[src/rtl/uart7n_tx_arbiter_if.sv]
// Handshake/bus bundle between requesters, the uart7n TX arbiter and the transmitter.
// Signals:
//   req_valid_i / req_data_i / req_ready_o : per-requester valid/ready character channel
//   grant_o                                : one-hot transmitter owner
//   uart_enable_tx_o / uart_data_tx_o      : start pulse and latched character to the TX
//   uart_tx_busy_i / uart_tx_data_sent_i   : transmitter status back to the arbiter
//   active_o / timeout_err_o               : arbiter status
// Modports: master = arbiter side, slave = requesters/transmitter side.
interface uart7n_tx_arbiter_if #(
  parameter int unsigned p_num_req    = 4,
  parameter int unsigned p_data_width = 7
);
  logic [p_num_req-1:0]              req_valid_i;
  logic [p_num_req*p_data_width-1:0] req_data_i;
  logic [p_num_req-1:0]              req_ready_o;
  logic [p_num_req-1:0]              grant_o;
  logic                              uart_enable_tx_o;
  logic [p_data_width-1:0]           uart_data_tx_o;
  logic                              uart_tx_busy_i;
  logic                              uart_tx_data_sent_i;
  logic                              active_o;
  logic                              timeout_err_o;

  modport master (
    input  req_valid_i, req_data_i, uart_tx_busy_i, uart_tx_data_sent_i,
    output req_ready_o, grant_o, uart_enable_tx_o, uart_data_tx_o, active_o, timeout_err_o
  );

  modport slave (
    output req_valid_i, req_data_i, uart_tx_busy_i, uart_tx_data_sent_i,
    input  req_ready_o, grant_o, uart_enable_tx_o, uart_data_tx_o, active_o, timeout_err_o
  );
endinterface

[src/rtl/uart7n_tx_arbiter.sv]
// Round-robin arbiter/sequencer sharing one uart7n transmitter among p_num_req requesters.
// Ports:
//   clk_i : clock
//   rst_i : asynchronous active-high reset
//   bus   : uart7n_tx_arbiter_if.master (requester channel, TX start/data, TX status, status)
// All outputs are registered.
module uart7n_tx_arbiter #(
  parameter int unsigned p_num_req        = 4,
  parameter int unsigned p_data_width     = 7,
  parameter int unsigned p_timeout_cycles = 8192,
  parameter int unsigned p_gap_cycles     = 0
) (
  input logic                 clk_i,
  input logic                 rst_i,
  uart7n_tx_arbiter_if.master bus
);

  localparam int unsigned PTR_W = $clog2(p_num_req);
  localparam int unsigned CNT_W = $clog2(p_timeout_cycles + 1);
  localparam int unsigned GAP_W = (p_gap_cycles > 0) ? $clog2(p_gap_cycles + 1) : 1;
  localparam logic [CNT_W-1:0] TO_LAST  = CNT_W'(p_timeout_cycles - 1);
  localparam logic [GAP_W-1:0] GAP_LAST = GAP_W'((p_gap_cycles > 0) ? p_gap_cycles - 1 : 0);
  localparam logic [PTR_W-1:0] PTR_RST  = PTR_W'(p_num_req - 1);

  typedef enum logic [1:0] {S_IDLE, S_WAIT_DONE, S_GAP} state_t;

  state_t                  state_q, state_d;
  logic [PTR_W-1:0]        ptr_q, ptr_d;
  logic [CNT_W-1:0]        cnt_q, cnt_d;
  logic [GAP_W-1:0]        gcnt_q, gcnt_d;
  logic                    sent_q;
  logic [p_num_req-1:0]    grant_q, grant_d;
  logic [p_num_req-1:0]    ready_q, ready_d;
  logic                    en_q, en_d;
  logic [p_data_width-1:0] data_q, data_d;
  logic                    active_q;
  logic                    to_q, to_d;

  logic                    win_found;
  logic [PTR_W-1:0]        win_idx;
  logic [p_num_req-1:0]    win_oh;
  logic [p_data_width-1:0] win_data;
  logic                    sent_rise;
  logic                    done;
  int unsigned             scan;

  logic [p_data_width-1:0] req_data_a [p_num_req];

  // Unpack the flat character bus into per-requester lanes
  for (genvar g = 0; g < p_num_req; g++) begin : g_unpack
    assign req_data_a[g] = bus.req_data_i[g*p_data_width +: p_data_width];
  end

  assign sent_rise = bus.uart_tx_data_sent_i & ~sent_q;

  // State and output registers
  always_ff @(posedge clk_i or posedge rst_i) begin
    if (rst_i) begin
      state_q  <= S_IDLE;
      ptr_q    <= PTR_RST;
      cnt_q    <= '0;
      gcnt_q   <= '0;
      sent_q   <= 1'b0;
      grant_q  <= '0;
      ready_q  <= '0;
      en_q     <= 1'b0;
      data_q   <= '0;
      active_q <= 1'b0;
      to_q     <= 1'b0;
    end else begin
      state_q  <= state_d;
      ptr_q    <= ptr_d;
      cnt_q    <= cnt_d;
      gcnt_q   <= gcnt_d;
      sent_q   <= bus.uart_tx_data_sent_i;
      grant_q  <= grant_d;
      ready_q  <= ready_d;
      en_q     <= en_d;
      data_q   <= data_d;
      active_q <= (state_d != S_IDLE);
      to_q     <= to_d;
    end
  end

  // Round-robin winner search plus next-state / next-output logic
  always_comb begin
    state_d   = state_q;
    ptr_d     = ptr_q;
    cnt_d     = cnt_q;
    gcnt_d    = gcnt_q;
    grant_d   = grant_q;
    data_d    = data_q;
    ready_d   = '0;
    en_d      = 1'b0;
    to_d      = 1'b0;
    done      = 1'b0;
    win_found = 1'b0;
    win_idx   = '0;
    win_data  = '0;
    scan      = 0;

    // Scan upward from pointer+1, wrapping at p_num_req; first set bit wins
    for (int unsigned k = 1; k <= p_num_req; k++) begin
      scan = 32'(ptr_q) + k;
      if (scan >= p_num_req) scan = scan - p_num_req;
      if (!win_found && bus.req_valid_i[PTR_W'(scan)]) begin
        win_found = 1'b1;
        win_idx   = PTR_W'(scan);
        win_data  = req_data_a[PTR_W'(scan)];
      end
    end
    win_oh = {{(p_num_req-1){1'b0}}, 1'b1} << win_idx;

    case (state_q)
      S_IDLE: begin
        if (win_found && !bus.uart_tx_busy_i) begin
          grant_d = win_oh;
          ready_d = win_oh;
          data_d  = win_data;
          en_d    = 1'b1;
          ptr_d   = win_idx;
          cnt_d   = '0;
          state_d = S_WAIT_DONE;
        end
      end
      S_WAIT_DONE: begin
        cnt_d = cnt_q + CNT_W'(1);
        // A sent edge in the timeout cycle takes precedence over the error
        if (sent_rise) begin
          done = 1'b1;
        end else if (cnt_q == TO_LAST) begin
          to_d = 1'b1;
          done = 1'b1;
        end
        if (done) begin
          grant_d = '0;
          gcnt_d  = '0;
          state_d = (p_gap_cycles > 0) ? S_GAP : S_IDLE;
        end
      end
      S_GAP: begin
        if (gcnt_q == GAP_LAST) state_d = S_IDLE;
        else                    gcnt_d  = gcnt_q + GAP_W'(1);
      end
      default: state_d = S_IDLE;
    endcase
  end

  assign bus.req_ready_o      = ready_q;
  assign bus.grant_o          = grant_q;
  assign bus.uart_enable_tx_o = en_q;
  assign bus.uart_data_tx_o   = data_q;
  assign bus.active_o         = active_q;
  assign bus.timeout_err_o    = to_q;

endmodule

[src/flat_wrapper.sv]
// flat-port wrapper written by rule: the top's interface ports become plain ports
module uart7n_tx_arbiter_flat 
#(
  parameter int unsigned p_num_req        = 4,
  parameter int unsigned p_data_width     = 7,
  parameter int unsigned p_timeout_cycles = 8192,
  parameter int unsigned p_gap_cycles     = 0
)
  (clk_i, rst_i, bus_req_valid_i, bus_req_data_i, bus_uart_tx_busy_i, bus_uart_tx_data_sent_i, bus_req_ready_o, bus_grant_o, bus_uart_enable_tx_o, bus_uart_data_tx_o, bus_active_o, bus_timeout_err_o);
  uart7n_tx_arbiter_if #(.p_num_req(p_num_req), .p_data_width(p_data_width)) bus_i ();
  input logic clk_i;
  input logic rst_i;
  input wire logic [$bits(bus_i.req_valid_i)-1:0] bus_req_valid_i;
  input wire logic [$bits(bus_i.req_data_i)-1:0] bus_req_data_i;
  input wire logic [$bits(bus_i.uart_tx_busy_i)-1:0] bus_uart_tx_busy_i;
  input wire logic [$bits(bus_i.uart_tx_data_sent_i)-1:0] bus_uart_tx_data_sent_i;
  output wire logic [$bits(bus_i.req_ready_o)-1:0] bus_req_ready_o;
  output wire logic [$bits(bus_i.grant_o)-1:0] bus_grant_o;
  output wire logic [$bits(bus_i.uart_enable_tx_o)-1:0] bus_uart_enable_tx_o;
  output wire logic [$bits(bus_i.uart_data_tx_o)-1:0] bus_uart_data_tx_o;
  output wire logic [$bits(bus_i.active_o)-1:0] bus_active_o;
  output wire logic [$bits(bus_i.timeout_err_o)-1:0] bus_timeout_err_o;
  assign bus_i.req_valid_i = bus_req_valid_i;
  assign bus_i.req_data_i = bus_req_data_i;
  assign bus_i.uart_tx_busy_i = bus_uart_tx_busy_i;
  assign bus_i.uart_tx_data_sent_i = bus_uart_tx_data_sent_i;
  assign bus_req_ready_o = bus_i.req_ready_o;
  assign bus_grant_o = bus_i.grant_o;
  assign bus_uart_enable_tx_o = bus_i.uart_enable_tx_o;
  assign bus_uart_data_tx_o = bus_i.uart_data_tx_o;
  assign bus_active_o = bus_i.active_o;
  assign bus_timeout_err_o = bus_i.timeout_err_o;
  uart7n_tx_arbiter #(.p_num_req(p_num_req), .p_data_width(p_data_width), .p_timeout_cycles(p_timeout_cycles), .p_gap_cycles(p_gap_cycles)) u_core (.clk_i(clk_i), .rst_i(rst_i), .bus(bus_i));
endmodule
[config.mk]
export PLATFORM = sky130hd
export DESIGN_NAME = uart7n_tx_arbiter_flat
export DESIGN_NICKNAME = d
export VERILOG_FILES = /design/src/rtl/uart7n_tx_arbiter_if.sv /design/src/rtl/uart7n_tx_arbiter.sv /design/src/flat_wrapper.sv
export SDC_FILE = /design/constraint.sdc
export NUM_CORES = 1
export LEC_CHECK = 0
export CAP_MARGIN = 0
export CORE_ASPECT_RATIO = 1.25
export CORE_MARGIN = 3
export CORE_UTILIZATION = 56
export CTS_CLUSTER_DIAMETER = 120
export DETAILED_ROUTE_END_ITERATION = 7
export PLACE_DENSITY = 0.9
export SYNTH_ARGS = -nofsm -noshare
export SYNTH_HDL_FRONTEND = slang
export SYNTH_SLANG_ARGS = --single-unit
[constraint.sdc]
create_clock -name clk_i -period 5.2 [get_ports clk_i]
set_input_delay 0.78 -clock clk_i [delete_from_list [all_inputs] [get_ports clk_i]]
set_output_delay 0.78 -clock clk_i [all_outputs]
set_load 0.02 [all_outputs]
; ---- Word-level counts from Yosys, hierarchy flattened
; Cells that the tools add are included.
[word_totals]
regBits = 38
latchBits = 0
mem_bits_rw = 0
rom_bits = 0
memories = 0
[op_classes]
n_addsub = 10
multipliers = 0
n_div = 0
order_cmp = 12
n_eq_ne = 5
shift = 1
mux = 57
bitwise = 6
reduce_logical = 16
[op_table]
columns = cell, n
row1 = $mux W7, 12
row2 = $bmux W7 S2, 4
row3 = $pmux W14 S2, 1
row4 = $mux W2, 11
row5 = $ge A3 B3 Y1 const B, 7
row6 = $mux W1, 17
row7 = $mux W4, 4
row8 = $add A14 B1 Y14 const B, 1
row9 = $eq A14 B13 Y1 const B, 1
row10 = $mux W14, 1
row11 = $lt A2 B3 Y1 const B, 4
row12 = $not A2 Y3, 4
row13 = $bmux W1 S2, 4
row14 = $pmux W4 S2, 1
row15 = $sub A2 B1 Y2 const B, 4
row16 = $add A2 B2 Y3 const B, 2
row17 = $pmux W2 S3, 1
row18 = $reduce_and A2 Y1, 3
row19 = $reduce_bool A2 Y1, 3
row20 = $add A2 B3 Y4 const B, 1
row21 = $ge A4 B3 Y1 const B, 1
row22 = $logic_and A1 B1 Y1, 4
row23 = $logic_not A1 Y1, 4
row24 = $ne A2 B1 Y1 const B, 2
row25 = other kinds (10), 10

; ---- Longest topological paths before layout
; Gate-level depths: netlist of run 1.
[logic_depth]
word_depth = 19
depth_mapped = 8

; ---- Worst setup path before layout of run 1
; No wires, ideal clock.
[synth_timing]
kind = input -> register
from = in bus_req_valid_i[3]
to = reg u_core.grant_q[3], in the netlist u_core.bus.grant_o[3]
t_arrival_ns = 1.979
slack_ns = 3.101
stages = 6
cell_sequence = buf_4 > nor2_2 > a2111o_1 > buf_6 > buf_2 > a31o_1
[synth_between]
elab_chain_cells = 15
[synth_rtl]
columns = element, line_no
row1 = "start, declared", flat_wrapper.sv:13  ; input wire logic [$bits(bus_i.req_valid_i)-1:0] bus_req_valid_i;
row2 = $bmux W1 S2, uart7n_tx_arbiter.sv:106  ; if (!win_found && bus.req_valid_i[PTR_W'(scan)]) begin
row3 = $mux W1 (not written as such), uart7n_tx_arbiter.sv:106
row4 = $mux W1, uart7n_tx_arbiter.sv:106
row5 = $logic_not A1 Y1, uart7n_tx_arbiter.sv:106
row6 = $logic_and A1 B1 Y1, uart7n_tx_arbiter.sv:106
row7 = $mux W1, uart7n_tx_arbiter.sv:106
row8 = $logic_not A1 Y1, uart7n_tx_arbiter.sv:106
row9 = $logic_and A1 B1 Y1, uart7n_tx_arbiter.sv:106
row10 = $mux W1, uart7n_tx_arbiter.sv:106
row11 = $logic_not A1 Y1, uart7n_tx_arbiter.sv:106
row12 = $logic_and A1 B1 Y1, uart7n_tx_arbiter.sv:106
row13 = $mux W2 or $mux W1 (tied branches), uart7n_tx_arbiter.sv:106
row14 = $shl A1 B2 Y4 or $logic_and A1 B1 Y1 (tied branches), "uart7n_tx_arbiter.sv:112, uart7n_tx_arbiter.sv:116"
row15 = $mux W4 or $ne A2 B1 Y1 (tied branches), --
row16 = $pmux W4 S2 or $reduce_and A3 Y1 (tied branches), --
row17 = "end signal, assigned", uart7n_tx_arbiter.sv:76  ; grant_q <= grant_d;
row18 = "end, declared", uart7n_tx_arbiter.sv:32  ; logic [p_num_req-1:0] grant_q, grant_d;
; Parallel ways exist; a longest one is shown, timed or not. The select of a mux whose other input is x is not followed.
; A chain may end at the register's enable or synchronous reset.

; ---- Final worst setup path of run 1
[layout_timing]
from = in bus_req_valid_i[2]
to = reg u_core.cnt_q[2]
[layout_between]
elab_chain_cells = 15
[layout_rtl]
columns = element, line_no
row1 = $bmux W1 S2, uart7n_tx_arbiter.sv:106
row2 = $mux W1 (not written as such), uart7n_tx_arbiter.sv:106
row3 = $mux W1, uart7n_tx_arbiter.sv:106
row4 = $logic_not A1 Y1, uart7n_tx_arbiter.sv:106
row5 = $logic_and A1 B1 Y1, uart7n_tx_arbiter.sv:106
row6 = $mux W1, uart7n_tx_arbiter.sv:106
row7 = $logic_not A1 Y1, uart7n_tx_arbiter.sv:106
row8 = $logic_and A1 B1 Y1, uart7n_tx_arbiter.sv:106
row9 = $mux W1, uart7n_tx_arbiter.sv:106
row10 = $logic_not A1 Y1, uart7n_tx_arbiter.sv:106
row11 = $logic_and A1 B1 Y1, uart7n_tx_arbiter.sv:106
row12 = $mux W1 *, uart7n_tx_arbiter.sv:106
row13 = $logic_and A1 B1 Y1 *, uart7n_tx_arbiter.sv:116  ; if (win_found && !bus.uart_tx_busy_i) begin
row14 = $ne A2 B1 Y1 (no line) *, --
row15 = $reduce_and A2 Y1 (no line) *, --
row16 = "end signal, assigned", uart7n_tx_arbiter.sv:73  ; cnt_q <= cnt_d;
row17 = "end, declared", uart7n_tx_arbiter.sv:29  ; logic [CNT_W-1:0] cnt_q, cnt_d;
; Mark *: on every way between the ends. The rest lies on a longest branch, timed or not. The select of a mux whose other input is x is not followed.

==> flow_metrics.tcl, run 1 <==
set metrics [dict create \
    status "finished clean" \
    holdPathStages 1 \
    die_x_um 67.4 \
    clk_pin_slew_ns 0.07 \
    nets 360 \
    portBuffers 53 \
    fp.dieArea_sq_um 5570 \
    yosys.area.top_type "dfrtp_1" \
    hp-start "u_core.cnt_q[10]" \
    period_share 0.606 \
    synth_ff_type "dfrtp_1" \
    synth_fp_nets 317 \
    drt_iter0_drc 262 \
    ys_types 58 \
    n_antenna_cell 0 \
    hold_viol 0 \
    place_inst 374 \
    grt_pass1_vias 2485 \
    gr-total-overflow 0 \
    place_congestion 0.957 \
    max-cap-violations 0 \
    pre_cts_slack_ns 1.76 \
    drv_slew 0 \
    via_count 2545 \
    reg2reg_to "u_core.bus.uart_data_tx_o[0]" \
    r2r_slack_ns 2.43 \
    cp.arrival_ns 3.36 \
    cts_setup_buffers 0 \
    htree_levels 2 \
    viasPerCell 6.66 \
    min_to "u_core.cnt_q[10]" \
    synth_most_common_cell "dfrtp_1" \
    cts_resized 0 \
    period_minus_slack_ns 3.15 \
    required_ns 5.41 \
    ios 54 \
    synth_top_area_frac 0.332 \
    clock_sinks 37 \
    finalNonFillerCells 382 \
    areaGrowthSynthToFinish_pct 22.1 \
    firstDrtPassIters 5 \
    async_reset_ff_frac 1.00 \
    synth_cells 280 \
    routed_wl_um 7180 \
    rr_startpoint "u_core.ptr_q[0]" \
    rr_worst_depth 5 \
    dpl.hpwl_um 4980 \
    ant_nets 0 \
    hold_buffers 0 \
    worst_setup_path_end_kind "flip-flop" \
    setup_tns_ns 0 \
    grt_antenna_before_repair 0 \
    final_util 0.721 \
    rsz0062_at_grt "false" \
    yosys_warnings 0 \
    peakVddDrop_uv 234 \
    start_kind "input pin" \
    path_class "input pin to flip-flop" \
    ys_ff_latch 37 \
    worst_slew_pin_slew_ns 0.896 \
    synth.yosys.seq_area_share 0.352 \
    synth.area.top_cells "dfrtp_1 33%, mux2i_1 6.8%, mux4_2 3.4%" \
    avgSynthCellArea_sq_um 9.41 \
    dieHeight_um 82.7 \
    powerDensity_nw_per_um2 367 \
    placed_cell_area_sq_um 3130 \
    syn_area_sq_um 2640 \
    initial_core_util 0.591 \
    clk_path_buf_depth 2 \
    synth_edf_count 0 \
    grt_usage 0.267 \
    core-area_sq_um 4460 \
    worst-path-max-fanout 26 \
    numCtsBuffers 5 \
    nFillCells 347 \
    finalSetupViolations 0 \
    finalInstanceArea_sq_um 3220 \
    grt_max_degree 44 \
    cts-root-buf "clkbuf_8" \
    rows 27 \
    grt_pass1_wl_um 11200 \
    clock_latency_ns 0.29 \
    drive_above_1_share 0.0833 \
    p_leak_nw 1.28 \
    drc 0 \
    cts_tree "done" \
    wl_per_cell_um 18.8 \
    slew_headroom 0.398 \
    finalClockSkew_ns 0.00846 \
    max_freq_mhz 318 \
    netlist_top_cells_count "35 x dfrtp_1, 23 x nor2_1, 18 x mux2i_1" \
    hp-class "flip-flop to flip-flop" \
    setup_slack_ns 2.05 \
]
-- per-stage QoR --
stage	total power, mW	hold slack, ns
3_3_place_gp	0.949	0.462
4_1_cts	1.18	0.500
6_report	1.18	0.506
3_5_place_dp	0.963	0.487
5_1_grt	1.25	0.520
2_1_floorplan	0.799	0.438
-- metal layers --
metal / track usage / up-vias / share of wire
met1: 0.307 / 1209 / 0.39
met5: 0 / - / 0
met2: 0.459 / 135 / 0.51
li1: - / 1167 / -
met3: 0.0501 / 34 / 0.061
met4: 0.156 / 0 / 0.032
-- worst max path at each step --
stage / slack, ns / endpoint / depth (start not counted) / startpoint
final: 2.05 / u_core.cnt_q[2] / 7 / bus_req_valid_i[2]
after global routing: 1.83 / u_core.cnt_q[4] / 7 / bus_req_valid_i[1]
after CTS: 2.07 / u_core.cnt_q[2] / 7 / bus_req_valid_i[2]
after detailed placement: 1.76 / u_core.cnt_q[8] / 7 / bus_req_valid_i[2]
after global placement: 1.97 / u_core.cnt_q[8] / 7 / bus_req_valid_i[2]
after floorplan: 3.10 / u_core.bus.grant_o[3] / 6 / bus_req_valid_i[3]
-- cells by family (layout without fill, tap and decap cells) --
| kind of cell | Yosys count | count (layout) | share of synthesized area |
|---|---|---|---|
| xor+xnor | 5 | 5 | 0.0166 |
| fa+ha+maj | 1 | 1 | 0.00475 |
| mux | 26 | 26 | 0.121 |
| buf+inv | 25 | 69 | 0.0565 |
| compound gates | 94 | 94 | 0.256 |
| other cells | 1 | 1 | 0.00142 |
| simple gates | 91 | 91 | 0.191 |
| flops | 37 | 37 | 0.352 |
-- sequential cells by signal (all words and copies together), names as in the netlist, 2 cells and up --
signal / cells
u_core.state_q: 2
u_core.ptr_q: 2
u_core.cnt_q: 14
u_core.bus.uart_data_tx_o: 7
u_core.bus.req_ready_o: 4
u_core.bus.grant_o: 4
-- where the power goes --
| part | internal [mW] | switching, mW | total [mW] |
|---|---|---|---|
| combinational | 0.261 | 0.274 | 0.535 |
| sequential | 0.345 | 0.0929 | 0.438 |
| clock | 0.108 | 0.101 | 0.209 |
-- critical path, stage by stage --
cell and delay (ns):
clkdlybuf4s50_1 0.62, nor2_2 0.21, a2111o_1 0.74, inv_2 0.30, nor2_1 0.47, o21ai_1 0.14
o21ai_1 0.10
-- layout make-up --
| class | instances | area (sq um) | area share |
|---|---|---|---|
| multi-input cells | 218 | 1560 | 0.484 |
| flip-flops and latches | 37 | 928 | 0.289 |
| repair buffers | 55 | 546 | 0.170 |
| clock buffers | 8 | 90.1 | 0.0280 |
| well taps | 58 | 72.6 | 0.0226 |
| inverters | 6 | 22.5 | 0.00700 |
-- cell usage in the layout, fill, tap and decap left out, types with 3 or more instances in the layout --
| cell | instances |
|---|---|
| o22ai_1 | 5 |
| o21ai_1 | 13 |
| nand3_1 | 11 |
| a21oi_1 | 6 |
| nor3_2 | 3 |
| mux4_2 | 4 |
| nand2b_1 | 5 |
| mux2i_1 | 18 |
| clkdlybuf4s50_1 | 53 |
| o21ai_0 | 14 |
| inv_1 | 5 |
| a31o_1 | 4 |
| nand2_1 | 15 |
| a221o_1 | 4 |
| clkbuf_8 | 6 |
| nor2_1 | 23 |
| a221oi_1 | 10 |
| xor2_1 | 3 |
| dfrtp_1 | 35 |
| a211o_1 | 7 |
| nor2b_1 | 14 |
| a2111oi_0 | 4 |
| a31oi_1 | 4 |
| a211oi_1 | 9 |
| mux2_2 | 3 |
| o31ai_1 | 3 |
No activity file was read; power rests on OpenSTA's default activity.
==> run 2: changes to the inputs <==
- CORE_UTILIZATION: 56 -> 52
- PLACE_DENSITY: 0.9 -> 0.85
- clock period: 5.2 -> 2.9 ns (I/O delays scaled with it)
==> run 2 against run 1 <==
Sequential share of layout area down 0.82 points. Count of clock-buffer cells in the layout down 3. Largest power group unchanged. Non-clock buffer count up 10. Die area up 7.1%. Critical path type unchanged. Largest cell class unchanged.
==> flow_metrics.tcl, run 2 (synthesis gave the netlist of run 1 again) <==
set metrics [dict create \
    top_register "u_core.cnt_q" \
    areaGrowthSynthToFinish_pct 25.6 \
    finalNonFillerCells 394 \
    ios 54 \
    setup_tns_ns 0 \
    clk_pin_slew_ns 0.08 \
    initial_core_util 0.549 \
    n_antenna_cell 0 \
    fp.dieArea_sq_um 5960 \
    required_ns 3.14 \
    cpPeakStageDelay_ns 0.68 \
    hp-class "flip-flop to flip-flop" \
    gr-total-overflow 0 \
    finalInstanceArea_sq_um 3310 \
    seq_area_sq_um 928 \
    routed_wl_um 6670 \
    largest_register_ffs 14 \
    drt_iter0_drc 243 \
    numCtsBuffers 5 \
    layout_common_cells "53 x clkdlybuf4s50_1, 35 x dfrtp_1, 23 x nor2_1" \
    multiInputGateArea_sq_um 1560 \
    period_share 0.823 \
    path_class "input pin to flip-flop" \
    period_minus_slack_ns 2.39 \
    cts-root-buf "clkbuf_8" \
    finalSetupViolations 0 \
    slew_headroom 0.429 \
    worst_slew_pin_slew_ns 0.849 \
    max_freq_mhz 419 \
    path_cells "clkdlybuf4s50_1 -> nor2_2 -> a2111o_1 -> buf_4 -> nor4_2 -> a31o_1" \
    viasPerCell 6.25 \
    status "finished clean" \
    nets 370 \
    worst_setup_path_end_kind "flip-flop" \
    rsz0062_at_grt "false" \
    cts_setup_buffers 0 \
    worst-path-max-fanout 16 \
    clock_sinks 37 \
    via_count 2463 \
    peakVddDrop_uv 352 \
    dieHeight_um 85.6 \
    drive_above_1_share 0.117 \
    place_congestion 0.858 \
    rows 28 \
    grt_max_degree 38 \
    htree_levels 2 \
    die_x_um 69.7 \
    p_leak_nw 1.33 \
    start_kind "input pin" \
    nFillCells 365 \
    drc 0 \
    firstDrtPassIters 4 \
    cp.arrival_ns 2.63 \
    powerDensity_nw_per_um2 653 \
    grt_usage 0.234 \
    wl_per_cell_um 16.9 \
    cts_tree "done" \
    placed_cell_area_sq_um 3220 \
    slowest_stage "clkdlybuf4s50_1" \
    core-area_sq_um 4800 \
    place_inst 386 \
    clk_path_buf_depth 2 \
    cts_resized 0 \
    final_common_cell "clkdlybuf4s50_1" \
    ant_nets 0 \
    clock_latency_ns 0.30 \
    drv_slew 0 \
    grt_antenna_before_repair 0 \
    dpl.hpwl_um 4900 \
    hold_viol 0 \
    max-cap-violations 0 \
    portBuffers 53 \
    hold_buffers 0 \
    finalClockSkew_ns 0.0110 \
    grt_pass1_wl_um 11500 \
    grt_pass1_vias 2426 \
]
[run 2: cell count changes in the layout (fill, tap and decap cells not counted), sizes merged]
cell      change
inv           +2
buf          +10
clkinvlp      +1
clkbuf        -3
[run 2: routing by layer]
| metal | wire length [um] | vias up | part of all wire | track usage |
|---|---|---|---|---|
| met5 | 0 | - | 0 | 0 |
| met4 | 183 | 0 | 0.027 | 0.103 |
| met3 | 424 | 18 | 0.064 | 0.0539 |
| met2 | 3260 | 95 | 0.49 | 0.374 |
| met1 | 2800 | 1161 | 0.42 | 0.307 |
| li1 | - | 1189 | - | - |
[run 2: final timing paths]
check                                   start                            to  slack (ns)  cells after the start
setup / recovery           bus_req_valid_i[3]         u_core.bus.grant_o[2]        0.51                      6
hold / removal               u_core.cnt_q[13]              u_core.cnt_q[13]        0.48                      1
setup reg to reg              u_core.ptr_q[1]  u_core.bus.uart_data_tx_o[5]        0.53                      4
hold reg to reg              u_core.cnt_q[13]              u_core.cnt_q[13]        0.48                      1
max in group asynchronous               rst_i               u_core.ptr_q[1]        2.01                      3
min in group asynchronous               rst_i  u_core.bus.uart_data_tx_o[3]        0.54                      3
[run 2: final cells by class]
cell class                 instances  area share
inverter                           6     0.00680
tap                               60      0.0227
multi-input combinational        218       0.471
timing repair buffer              65       0.191
clock buffer                       5      0.0208
clock inverter                     3     0.00756
sequential                        37       0.280
[run 2: metrics by stage]
step	worst slack (ns)	hold WS (ns)	utilization	power, mW
3_5_place_dp	0.227	0.472	0.670	1.77
5_1_grt	0.387	0.506	0.690	2.29
6_report	0.512	0.479	0.690	2.16
2_1_floorplan	0.999	0.438	-	1.43
4_1_cts	0.537	0.485	0.690	2.16
3_3_place_gp	0.356	0.451	0.670	1.75
[run 2: power by group]
group | switching [mW] | internal (mW) | total (mW)
Sequential | 0.133 | 0.617 | 0.749
Clock | 0.210 | 0.175 | 0.385
Combinational | 0.520 | 0.508 | 1.03
Total | 0.862 | 1.30 | 2.16
[run 2: critical path: cells and delay by family]
kind / cells / cell delay, ns
simple gates: 2 / 0.43
buf+inv: 2 / 0.95
compound gates: 2 / 0.81
==> run 3: changes to the inputs <==
- clock period: 2.9 -> 2.4 ns (I/O delays scaled with it)
==> run 3 against run 2 <==
Critical path depth grew 1. Setup slack worse by 0.33 ns. Wire length up 5.0%. Register-to-register slack lost 0.35 ns. Clock power is 48% higher. Via count increased by 3.7%. Final area rose by 2.4%. Flip-flop and latch count did not move. Count of clock-buffer cells in the layout increased by 1. Sequential share of layout area shrank 0.66 points. Clock skew decreased by 0.0076 ns. Sequential power rose by 17%. Largest cell class unchanged.
==> flow_metrics.tcl, run 3 (synthesis gave the netlist of run 1 again) <==
set metrics [dict create \
    finalClockSkew_ns 0.00336 \
    grt_max_degree 38 \
    n_antenna_cell 0 \
    period_minus_slack_ns 2.22 \
    fp.dieArea_sq_um 5960 \
    grt_pass1_wl_um 11800 \
    cts_setup_buffers 0 \
    final_common_cell "clkdlybuf4s50_1" \
    core-area_sq_um 4800 \
    cts_resized 0 \
    hold_buffers 0 \
    status "finished clean" \
    dpl.hpwl_um 5120 \
    slew_headroom 0.430 \
    cts_tree "done" \
    start_kind "flip-flop" \
    cp.arrival_ns 2.38 \
    placed_cell_area_sq_um 3270 \
    finalNonFillerCells 401 \
    rsz0062_at_grt "false" \
    rows 28 \
    gr-total-overflow 0 \
    drv_slew 0 \
    cts-root-buf "clkbuf_8" \
    max-cap-violations 0 \
    drive_above_1_share 0.138 \
    finalSetupViolations 0 \
    clk_path_buf_depth 2 \
    whs_ns 0.474 \
    nFillCells 389 \
    routed_wl_um 7000 \
    clk_pin_slew_ns 0.08 \
    portBuffers 53 \
    layout_common_cells "53 x clkdlybuf4s50_1, 35 x dfrtp_1, 23 x nor2_1" \
    grt_pass1_vias 2543 \
    viasPerCell 6.37 \
    top_register "u_core.cnt_q" \
    place_congestion 0.978 \
    grt_antenna_before_repair 0 \
    areaGrowthSynthToFinish_pct 28.7 \
    setup_tns_ns 0 \
    ios 54 \
    finalInstanceArea_sq_um 3390 \
    peakVddDrop_uv 477 \
    grt_usage 0.244 \
    initial_core_util 0.549 \
    path_class "flip-flop to flip-flop" \
    numCtsBuffers 5 \
    place_inst 393 \
    hp-class "flip-flop to flip-flop" \
    via_count 2555 \
    max_freq_mhz 451 \
    period_share 0.923 \
    dieHeight_um 85.6 \
    clock_latency_ns 0.29 \
    worst_slew_pin_slew_ns 0.847 \
    powerDensity_nw_per_um2 817 \
    required_ns 2.56 \
    drc 0 \
    p_leak_nw 1.38 \
    worst-path-max-fanout 19 \
    worst_setup_path_end_kind "flip-flop" \
    wl_per_cell_um 17.5 \
    firstDrtPassIters 5 \
    clock_sinks 37 \
    nets 377 \
    hold_viol 0 \
    largest_register_ffs 14 \
    ant_nets 0 \
    drt_iter0_drc 198 \
    die_x_um 69.7 \
    htree_levels 2 \
]
==> run 3: changes by cell type in the layout (fill, tap and decap cells not counted) <==
cell / previous run / this run
a2111o_2: 0 / 1
inv_6: 2 / 0
bufinv_16: 0 / 1
a2111o_1: 1 / 0
clkbuf_8: 5 / 6
buf_4: 11 / 18
==> run 3: worst paths after layout <==
| check | from | to | slack (ns) | cells after the start |
|---|---|---|---|---|
| max in group asynchronous | rst_i | u_core.ptr_q[0] | 1.56 | 3 |
| hold / removal | u_core.cnt_q[13] | u_core.cnt_q[13] | 0.47 | 1 |
| hold reg to reg | u_core.cnt_q[13] | u_core.cnt_q[13] | 0.47 | 1 |
| setup reg to reg | u_core.ptr_q[1] | u_core.bus.uart_data_tx_o[2] | 0.18 | 7 |
| setup / recovery | u_core.ptr_q[1] | u_core.bus.uart_data_tx_o[2] | 0.18 | 7 |
| min in group asynchronous | rst_i | u_core.bus.uart_data_tx_o[0] | 0.48 | 3 |
==> run 3: area by class of cell <==
type / instances / area (sq um) / share of cell area
Timing Repair Buffer: 72 / 686 / 0.202
Multi-Input combinational cell: 218 / 1560 / 0.460
Clock inverter: 2 / 37.5 / 0.0111
Tap cell: 60 / 75.1 / 0.0221
Clock buffer: 6 / 82.6 / 0.0244
Inverter: 6 / 22.5 / 0.00664
Sequential cell: 37 / 928 / 0.274
==> run 3: stage by stage <==
stage | setup slack (ns) | utilization | total power [mW]
finish | 0.185 | 0.706 | 2.77
global route | 0.0306 | 0.706 | 2.92
CTS | 0.191 | 0.706 | 2.77
detailed placement | -0.0798 | 0.681 | 2.19
global placement | 0.0290 | 0.681 | 2.17
floorplan | 0.499 | - | 1.73
==> run 3: critical path, cell delays in order (launching register included) <==
cell      delay (ns)
dfstp_2         0.70
buf_12          0.21
buf_4           0.20
mux2_2          0.36
nand2_1         0.06
o21ai_0         0.08
a221oi_1        0.34
a31oi_1         0.14
==> run 3: layer usage <==
layer / global-route usage / vias up / routed length (um)
met5: 0 / - / 0
met4: 0.103 / 0 / 129
met3: 0.0504 / 17 / 447
met2: 0.429 / 121 / 3600
met1: 0.290 / 1222 / 2820
li1: - / 1195 / -
==> run 3: report_power, final <==
part           leakage [nW]  switching [mW]  internal, mW
combinational         0.837           0.676         0.650
clock                0.0574           0.231         0.338
sequential            0.483           0.130         0.745
